File: src/rtl/mtl_disp_pkg.sv
// Shared types for the MTL display timing controller: colour modes and the
// colour-bar table (one on/off flag per channel, expanded to full scale by the user).
package mtl_disp_pkg;

    typedef enum logic [1:0] {
        MODE_PASS  = 2'd0,
        MODE_BARS  = 2'd1,
        MODE_WHITE = 2'd2,
        MODE_BLACK = 2'd3
    } mode_e;

    typedef struct packed {
        logic r;
        logic g;
        logic b;
    } rgb_t;

    localparam int BAR_COUNT = 8;

    // Left-to-right bar order across the active width.
    localparam rgb_t BAR_TABLE [BAR_COUNT] = '{
        '{r: 1'b1, g: 1'b1, b: 1'b1},
        '{r: 1'b1, g: 1'b1, b: 1'b0},
        '{r: 1'b0, g: 1'b1, b: 1'b1},
        '{r: 1'b0, g: 1'b1, b: 1'b0},
        '{r: 1'b1, g: 1'b0, b: 1'b1},
        '{r: 1'b1, g: 1'b0, b: 1'b0},
        '{r: 1'b0, g: 1'b0, b: 1'b1},
        '{r: 1'b0, g: 1'b0, b: 1'b0}
    };

endpackage

File: src/rtl/mtl_delay_line.sv
// Fixed-depth shift register; every stage clears to RST_VAL so sync levels
// come out of reset inactive rather than zero.
module mtl_delay_line #(
    parameter int                 WIDTH   = 1,
    parameter int                 DEPTH   = 1,
    parameter logic [WIDTH-1:0]   RST_VAL = '0
) (
    input  logic             clk_i,
    input  logic             rst_ni,
    input  logic [WIDTH-1:0] d_i,
    output logic [WIDTH-1:0] q_o
);

    genvar gi;
    generate
        for (gi = 0; gi < DEPTH; gi++) begin : g_stage
            logic [WIDTH-1:0] stage_d;
            logic [WIDTH-1:0] stage_q;

            if (gi == 0) begin : g_first
                assign stage_d = d_i;
            end else begin : g_rest
                assign stage_d = g_stage[gi-1].stage_q;
            end

            always_ff @(posedge clk_i or negedge rst_ni) begin
                if (!rst_ni) begin
                    stage_q <= RST_VAL;
                end else begin
                    stage_q <= stage_d;
                end
            end
        end
    endgenerate

    assign q_o = g_stage[DEPTH-1].stage_q;

endmodule

File: src/rtl/mtl_display_timing_ctrl.sv
// MTL panel timing generator: H/V counters, pixel requests with active-area
// coordinates, test patterns, and a delay line aligning sync/DE with colour.
module mtl_display_timing_ctrl
    import mtl_disp_pkg::*;
#(
    parameter int H_LINE  = 1056,
    parameter int V_LINE  = 525,
    parameter int H_BLANK = 46,
    parameter int H_FRONT = 210,
    parameter int V_BLANK = 23,
    parameter int V_FRONT = 22,
    parameter int COLOR_W = 8,
    parameter int REQ_LAT = 1,
    parameter bit HS_POL  = 1'b0,
    parameter bit VS_POL  = 1'b0,
    parameter int FCNT_W  = 16
) (
    input  logic                       iCLK,
    input  logic                       iRST_n,
    input  logic [3*COLOR_W-1:0]       iColorData,
    input  logic [1:0]                 iMode,
    input  logic                       iBlank,
    output logic                       oReq,
    output logic [$clog2(H_LINE)-1:0]  oReqX,
    output logic [$clog2(V_LINE)-1:0]  oReqY,
    output logic                       oNewFrame,
    output logic                       oEndFrame,
    output logic [FCNT_W-1:0]          oFrameCnt,
    output logic                       oHD,
    output logic                       oVD,
    output logic                       oDE,
    output logic [COLOR_W-1:0]         oLCD_R,
    output logic [COLOR_W-1:0]         oLCD_G,
    output logic [COLOR_W-1:0]         oLCD_B
);

    localparam int XW  = $clog2(H_LINE);
    localparam int YW  = $clog2(V_LINE);
    localparam int BW  = XW + 3;
    localparam int DLW = 7;

    localparam logic [XW-1:0] X_LAST = XW'(H_LINE - 1);
    localparam logic [XW-1:0] X_ACT0 = XW'(H_BLANK);
    localparam logic [XW-1:0] X_ACT1 = XW'(H_LINE - H_FRONT);
    localparam logic [YW-1:0] Y_LAST = YW'(V_LINE - 1);
    localparam logic [YW-1:0] Y_ACT0 = YW'(V_BLANK);
    localparam logic [YW-1:0] Y_ACT1 = YW'(V_LINE - V_FRONT);
    localparam logic [BW-1:0] ACT_W  = BW'(H_LINE - H_BLANK - H_FRONT);

    logic [XW-1:0]          x_cnt_q, x_cnt_d;
    logic [YW-1:0]          y_cnt_q, y_cnt_d;
    logic [FCNT_W-1:0]      fcnt_q;
    mode_e                  mode_q;
    logic                   hd_q, vd_q, de_q;
    logic [3*COLOR_W-1:0]   pix_q, pix_d;

    logic                   active;
    logic                   hs_lvl, vs_lvl;
    logic [BW-1:0]          bar_num;
    logic [2:0]             bar_idx;
    logic [DLW-1:0]         dl_in, dl_out;
    logic                   dl_hs, dl_vs, dl_de, dl_blank;
    logic [2:0]             dl_bar;
    rgb_t                   bar_rgb;

    always_comb begin
        x_cnt_d = x_cnt_q + 1'b1;
        y_cnt_d = y_cnt_q;
        if (x_cnt_q == X_LAST) begin
            x_cnt_d = '0;
            y_cnt_d = (y_cnt_q == Y_LAST) ? '0 : y_cnt_q + 1'b1;
        end
    end

    assign active    = (x_cnt_q >= X_ACT0) && (x_cnt_q < X_ACT1) &&
                       (y_cnt_q >= Y_ACT0) && (y_cnt_q < Y_ACT1);
    assign oReq      = active;
    assign oReqX     = x_cnt_q - X_ACT0;
    assign oReqY     = y_cnt_q - Y_ACT0;
    assign oNewFrame = (x_cnt_q == '0) && (y_cnt_q == '0);
    assign oEndFrame = (x_cnt_q == X_ACT1) && (y_cnt_q == Y_ACT1);
    assign oFrameCnt = fcnt_q;

    assign hs_lvl = (x_cnt_q == '0) ? HS_POL : ~HS_POL;
    assign vs_lvl = (y_cnt_q == '0) ? VS_POL : ~VS_POL;

    // Bar index is floor(x*8/W); garbage outside the active area is masked by DE later.
    assign bar_num = {3'b000, oReqX} << 3;
    assign bar_idx = 3'(bar_num / ACT_W);

    assign dl_in = {hs_lvl, vs_lvl, active, iBlank, bar_idx};

    mtl_delay_line #(
        .WIDTH   (DLW),
        .DEPTH   (REQ_LAT),
        .RST_VAL ({~HS_POL, ~VS_POL, 5'b00000})
    ) u_delay (
        .clk_i  (iCLK),
        .rst_ni (iRST_n),
        .d_i    (dl_in),
        .q_o    (dl_out)
    );

    assign {dl_hs, dl_vs, dl_de, dl_blank, dl_bar} = dl_out;
    assign bar_rgb = BAR_TABLE[dl_bar];

    always_comb begin
        pix_d = '0;
        case (mode_q)
            MODE_PASS:  pix_d = iColorData;
            MODE_BARS:  pix_d = {{COLOR_W{bar_rgb.r}}, {COLOR_W{bar_rgb.g}}, {COLOR_W{bar_rgb.b}}};
            MODE_WHITE: pix_d = '1;
            MODE_BLACK: pix_d = '0;
            default:    pix_d = '0;
        endcase
        if (dl_blank || !dl_de) begin
            pix_d = '0;
        end
    end

    always_ff @(posedge iCLK or negedge iRST_n) begin
        if (!iRST_n) begin
            x_cnt_q <= '0;
            y_cnt_q <= '0;
            fcnt_q  <= '0;
            mode_q  <= MODE_PASS;
            hd_q    <= ~HS_POL;
            vd_q    <= ~VS_POL;
            de_q    <= 1'b0;
            pix_q   <= '0;
        end else begin
            x_cnt_q <= x_cnt_d;
            y_cnt_q <= y_cnt_d;
            // Mode is only taken at frame start so a frame never mixes patterns.
            if (oNewFrame) begin
                fcnt_q <= fcnt_q + 1'b1;
                mode_q <= mode_e'(iMode);
            end
            hd_q    <= dl_hs;
            vd_q    <= dl_vs;
            de_q    <= dl_de;
            pix_q   <= pix_d;
        end
    end

    assign oHD    = hd_q;
    assign oVD    = vd_q;
    assign oDE    = de_q;
    assign oLCD_R = pix_q[3*COLOR_W-1:2*COLOR_W];
    assign oLCD_G = pix_q[2*COLOR_W-1:COLOR_W];
    assign oLCD_B = pix_q[COLOR_W-1:0];

endmodule

File: config.mk
export PLATFORM = sky130hd
export DESIGN_NAME = mtl_display_timing_ctrl
export DESIGN_NICKNAME = d
export VERILOG_FILES = /design/src/rtl/mtl_disp_pkg.sv /design/src/rtl/mtl_delay_line.sv /design/src/rtl/mtl_display_timing_ctrl.sv
export SDC_FILE = /design/constraint.sdc
export NUM_CORES = 1
export LEC_CHECK = 0
export ABC_CLOCK_PERIOD_IN_PS = 3350
export BUFFER_PORTS_ARGS = -buffer_cell sky130_fd_sc_hd__buf_4
export CAP_MARGIN = 30
export CORE_MARGIN = 10
export CORE_UTILIZATION = 40
export DETAILED_ROUTE_END_ITERATION = 8
export PLACE_DENSITY_LB_ADDON = 0.05
export RECOVER_POWER = 100
export SLEW_MARGIN = 30
export SYNTH_ARGS = -nofsm -noshare
export SYNTH_HDL_FRONTEND = slang
export SYNTH_HIERARCHICAL = 1
export SYNTH_SLANG_ARGS = --single-unit
export TNS_END_PERCENT = 100
File: constraint.sdc
create_clock -name iCLK -period 3.35 [get_ports iCLK]
set_input_delay 0.335 -clock iCLK [delete_from_list [all_inputs] [get_ports iCLK]]
set_output_delay 0.335 -clock iCLK [all_outputs]
set_load 0.02 [all_outputs]
==> out/summary.txt <==
Status - complete, but fails checks
Violated checks - capacitance limit, slew limit
Final HPWL DP - 8782 um
# diodes - 0
Hold WC Path Type - primary input to flip-flop
DRC Markers - 0
Clock sink count - 73
Final wirelength - 12010 um
Synth cell types - 70
Min cycle time layout - 3349 ps
Initial Util - 41.00%
Global-route wire length before repair - 19260 um
Crit-path max cell delay - 430 ps
Crit path launch type - flip-flop
Cell Rows - 37
RSZ-0062 raised after global routing - yes
Share of cells above drive strength 1 - 26.42%
Worst setup EP type - flip-flop
Clk_skew - 17.62 ps
WHS - 112.1 ps
DR WL/cell - 16.70 um
Largest net degree at the start of global routing - 74
Sequential area share after synthesis - 43.28%
Nets@finish - 615
Pwr Density - 302.2 mW/mm2
Synth Area per Inst - 9.512 um2
Final Hold Viols - 0
Ys flop type - dfrtp_1
Clock root buffer - clkbuf_8
Pins over their slew limit - 74
Die Area - 0.01510 mm2
CTS Buf Count - 9
Yosys reg bits - 73
Power Internal - 0.001280 W
Non-Filler Cell Area, Final - 0.005554 mm2
I/O Buffers - 95
Sequential share of power - 53.1%
Max-cap violations - 1
Worst VDD drop - 0.1815 mV
Post-synthesis simple-gate area fraction - 17.85%
Cell area after synthesis - 0.004233 mm2
WP data required - 3590 ps
Initial antenna violation count - 0
Syn_nets - 482
Clock buffer depth - 2
Slew @ Worst Pin - 1796 ps
Critical Path Fanout Max - 7
Placer Congestion - 0.8943
Synthesized netlist cell count - 445
Critical path's most frequent cell - o21a_1
Setup CP Type - flip-flop to flip-flop
Slew HR - -19.75%
FILL cells - 1003
Number of enable flip-flop cells after synthesis - 0
Total GRT Usage - 15.72%
Combinational group share of total power - 3.7%
Post-DP Area - 0.005393 mm2
CTS tree - done
Adder-Cell Fraction of Synth Area - 2.631%
Mux cell area share after synthesis - 3.015%
Initial DRC count - 240
Compound-Gate Fraction of Synth Area - 19.92%
Die Wd - 122.9 um
CTS H-tree lvls - 3
Worst-Skew Late Latency - 350 ps
Vias in the first global route - 3747
Final setup violation count - 0
Area of the core - 0.01032 mm2
Cell Chain, Critical Path - ha_4, a21o_4, a211oi_4, and3b_2, nor2_4, o31a_1, nor4b_2, o22a_2, a22oi_4, buf_6, o21a_1, o21a_1, a211o_1, a21oi_2, o21ai_1
Routed Antenna Nets - 0
Area added between synthesis and finish - 31.21%
Die height - 122.9 um
FMAX - 298.6 MHz
Slowest-stage cell, CP - dfrtp_2
WP data arrival - 3590 ps
Sw frac - 23.75%
TritonRoute pass-1 iters - 4
Final worst-path cycle share - 99.97%
Clock share of power - 43.2%
I/O Pins - 96
Yosys warnings - 6
Largest family of logic cells by synthesized area - compound AO/OA/AOI/OAI gates
Via Count - 3711
Switching pwr - 0.0003986 W
Async SR Flop Fraction - 100.0%
# hold bufs at CTS - 0
Leakage - 2.481 nW
CTS clk-pin slew, worst paths - 80 ps
Xor/xnor share of the synthesized area - 9.282%
GRT Residual Overflow - 0
Final Util - 53.80%
Vias per std cell - 5.161
[layout by cell type, fill, tap and decap left out, types with 3 or more instances in the layout]
cell type / count
nor2b_1: 4
nand2b_1: 5
o21ai_0: 19
xor2_1: 17
nand3b_1: 4
dfrtp_2: 3
o31ai_1: 3
and2_1: 4
nand4_1: 8
xnor2_1: 25
and3_1: 7
dfrtp_1: 66
mux2_2: 6
a31oi_1: 3
nand2_1: 38
o21bai_1: 24
a21oi_1: 35
inv_1: 11
ha_1: 7
nor2_1: 22
dfstp_2: 4
nor3_1: 5
a21oi_2: 3
o21ai_1: 5
and2_0: 5
clkbuf_8: 10
buf_4: 79
nand3_1: 12
mux2i_1: 5
clkbuf_1: 65
buf_6: 4
nor4_1: 3
[cell type report]
type                       count  area, um2  share of cell area (%)
multi-input combinational    330       2399                   43.19
sequential                    73       1836                   33.05
timing repair buffer         150      894.6                   16.11
tap                          136      170.2                   3.064
clock buffer                  10      137.6                   2.478
clock inverter                 6      65.06                   1.171
inverter                      14      52.55                  0.9462
[metal layers]
metal | part of all wire [%] | up-vias | global-route usage, % | routed length, um
met5 | 0 | - | 0 | 0
met4 | 1.5 | 0 | 5.891 | 182
met3 | 5.9 | 13 | 3.398 | 713
met2 | 48 | 83 | 25.77 | 5805
met1 | 44 | 1773 | 19.88 | 5304
li1 | - | 1842 | - | -
[what timing repair did]
item                                    in CTS  in global routing
setup buffers                                7                  1
gates resized for setup                     23                 16
pin swaps                                   16                 14
gates cloned                                 0                  0
endpoints found under the setup margin       1                  2
[cells in the mapped netlist, types with 5 or more instances]
cell       n  area share (%)
nand2_1   38             3.4
and3_1     8             1.2
nand4_1    8             1.2
nand2b_1   5            0.74
ha_1       8             2.4
a21oi_1   37             4.4
inv_1     12             1.1
clkbuf_1  22             2.0
mux2i_1    6             1.4
xor2_1    17             3.5
nor3_1     5            0.59
nor2_1    23             2.0
xnor2_1   26             5.4
o21bai_1  24             4.3
mux2_2     5             1.3
o21ai_0   22             2.6
nand3_1   12             1.4
and2_1    10             1.5
dfrtp_1   69              41
[worst max-delay path, delay by kind of cell (launching register included)]
kind / cells / cell delay [ps]
adder cells (fa/ha/maj): 1 / 170
AND/OR/NAND/NOR: 3 / 590
flip-flops: 1 / 430
buffers and inverters: 1 / 150
AO/OA/AOI/OAI: 10 / 1910
[per-stage QoR]
step,setup slack [ps],instances,setup TNS (ps),power [W]
2_1_floorplan,1.657,445,0,0.0009265
3_3_place_gp,-8.501,696,-8.501,0.0009722
3_5_place_dp,-87.44,696,-87.44,0.0009725
4_1_cts,3.617,718,0,0.001704
5_1_grt,-155.3,719,-273.8,0.001750
6_report,0.9759,719,0,0.001678
[state kept, by name (all words and copies together) (netlist names)]
signal	flops
pix_q	24
oFrameCnt	16
x_cnt_q	11
y_cnt_q	10
u_delay/q_o	7
mode_q	2
oDE	1
oHD	1
oVD	1
[final timing paths]
check                                         start                  endpoint  slack [ps]  cells after the start
max                            x_cnt_q[1]$_DFF_PN0_  u_delay/q_o[0]$_DFF_PN0_           1                     15
min reg2reg                u_delay/q_o[6]$_DFF_PN1_             oHD$_DFF_PN1_         360                      0
min in group asynchronous                    iRST_n        pix_q[9]$_DFF_PN0_         470                      1
max reg2reg                    x_cnt_q[1]$_DFF_PN0_  u_delay/q_o[0]$_DFF_PN0_           1                     15
min                                          iBlank  u_delay/q_o[3]$_DFF_PN0_         110                      1
max in group asynchronous                    iRST_n      x_cnt_q[1]$_DFF_PN0_        1700                      1
[power groups by stage]
| stage | Combinational (W) | Sequential (W) | Clock [W] |
|---|---|---|---|
| final | 0.0000624 | 0.000891 | 0.000725 |
| after global routing | 0.0000705 | 0.000892 | 0.000787 |
| after CTS | 0.0000648 | 0.000891 | 0.000749 |
| after floorplan | 0.0000257 | 0.000901 | 0 |
| after detailed placement | 0.0000645 | 0.000908 | 0 |
| after global placement | 0.0000640 | 0.000908 | 0 |
[cells by family after synthesis]
kind of cell	Yosys count
adder cells (fa/ha/maj)	9
AO/OA/AOI/OAI	124
buffers and inverters	42
AND/OR/NAND/NOR	141
flip-flops	73
multiplexers	12
XOR/XNOR	44
Power figures use the tool's default switching activity.
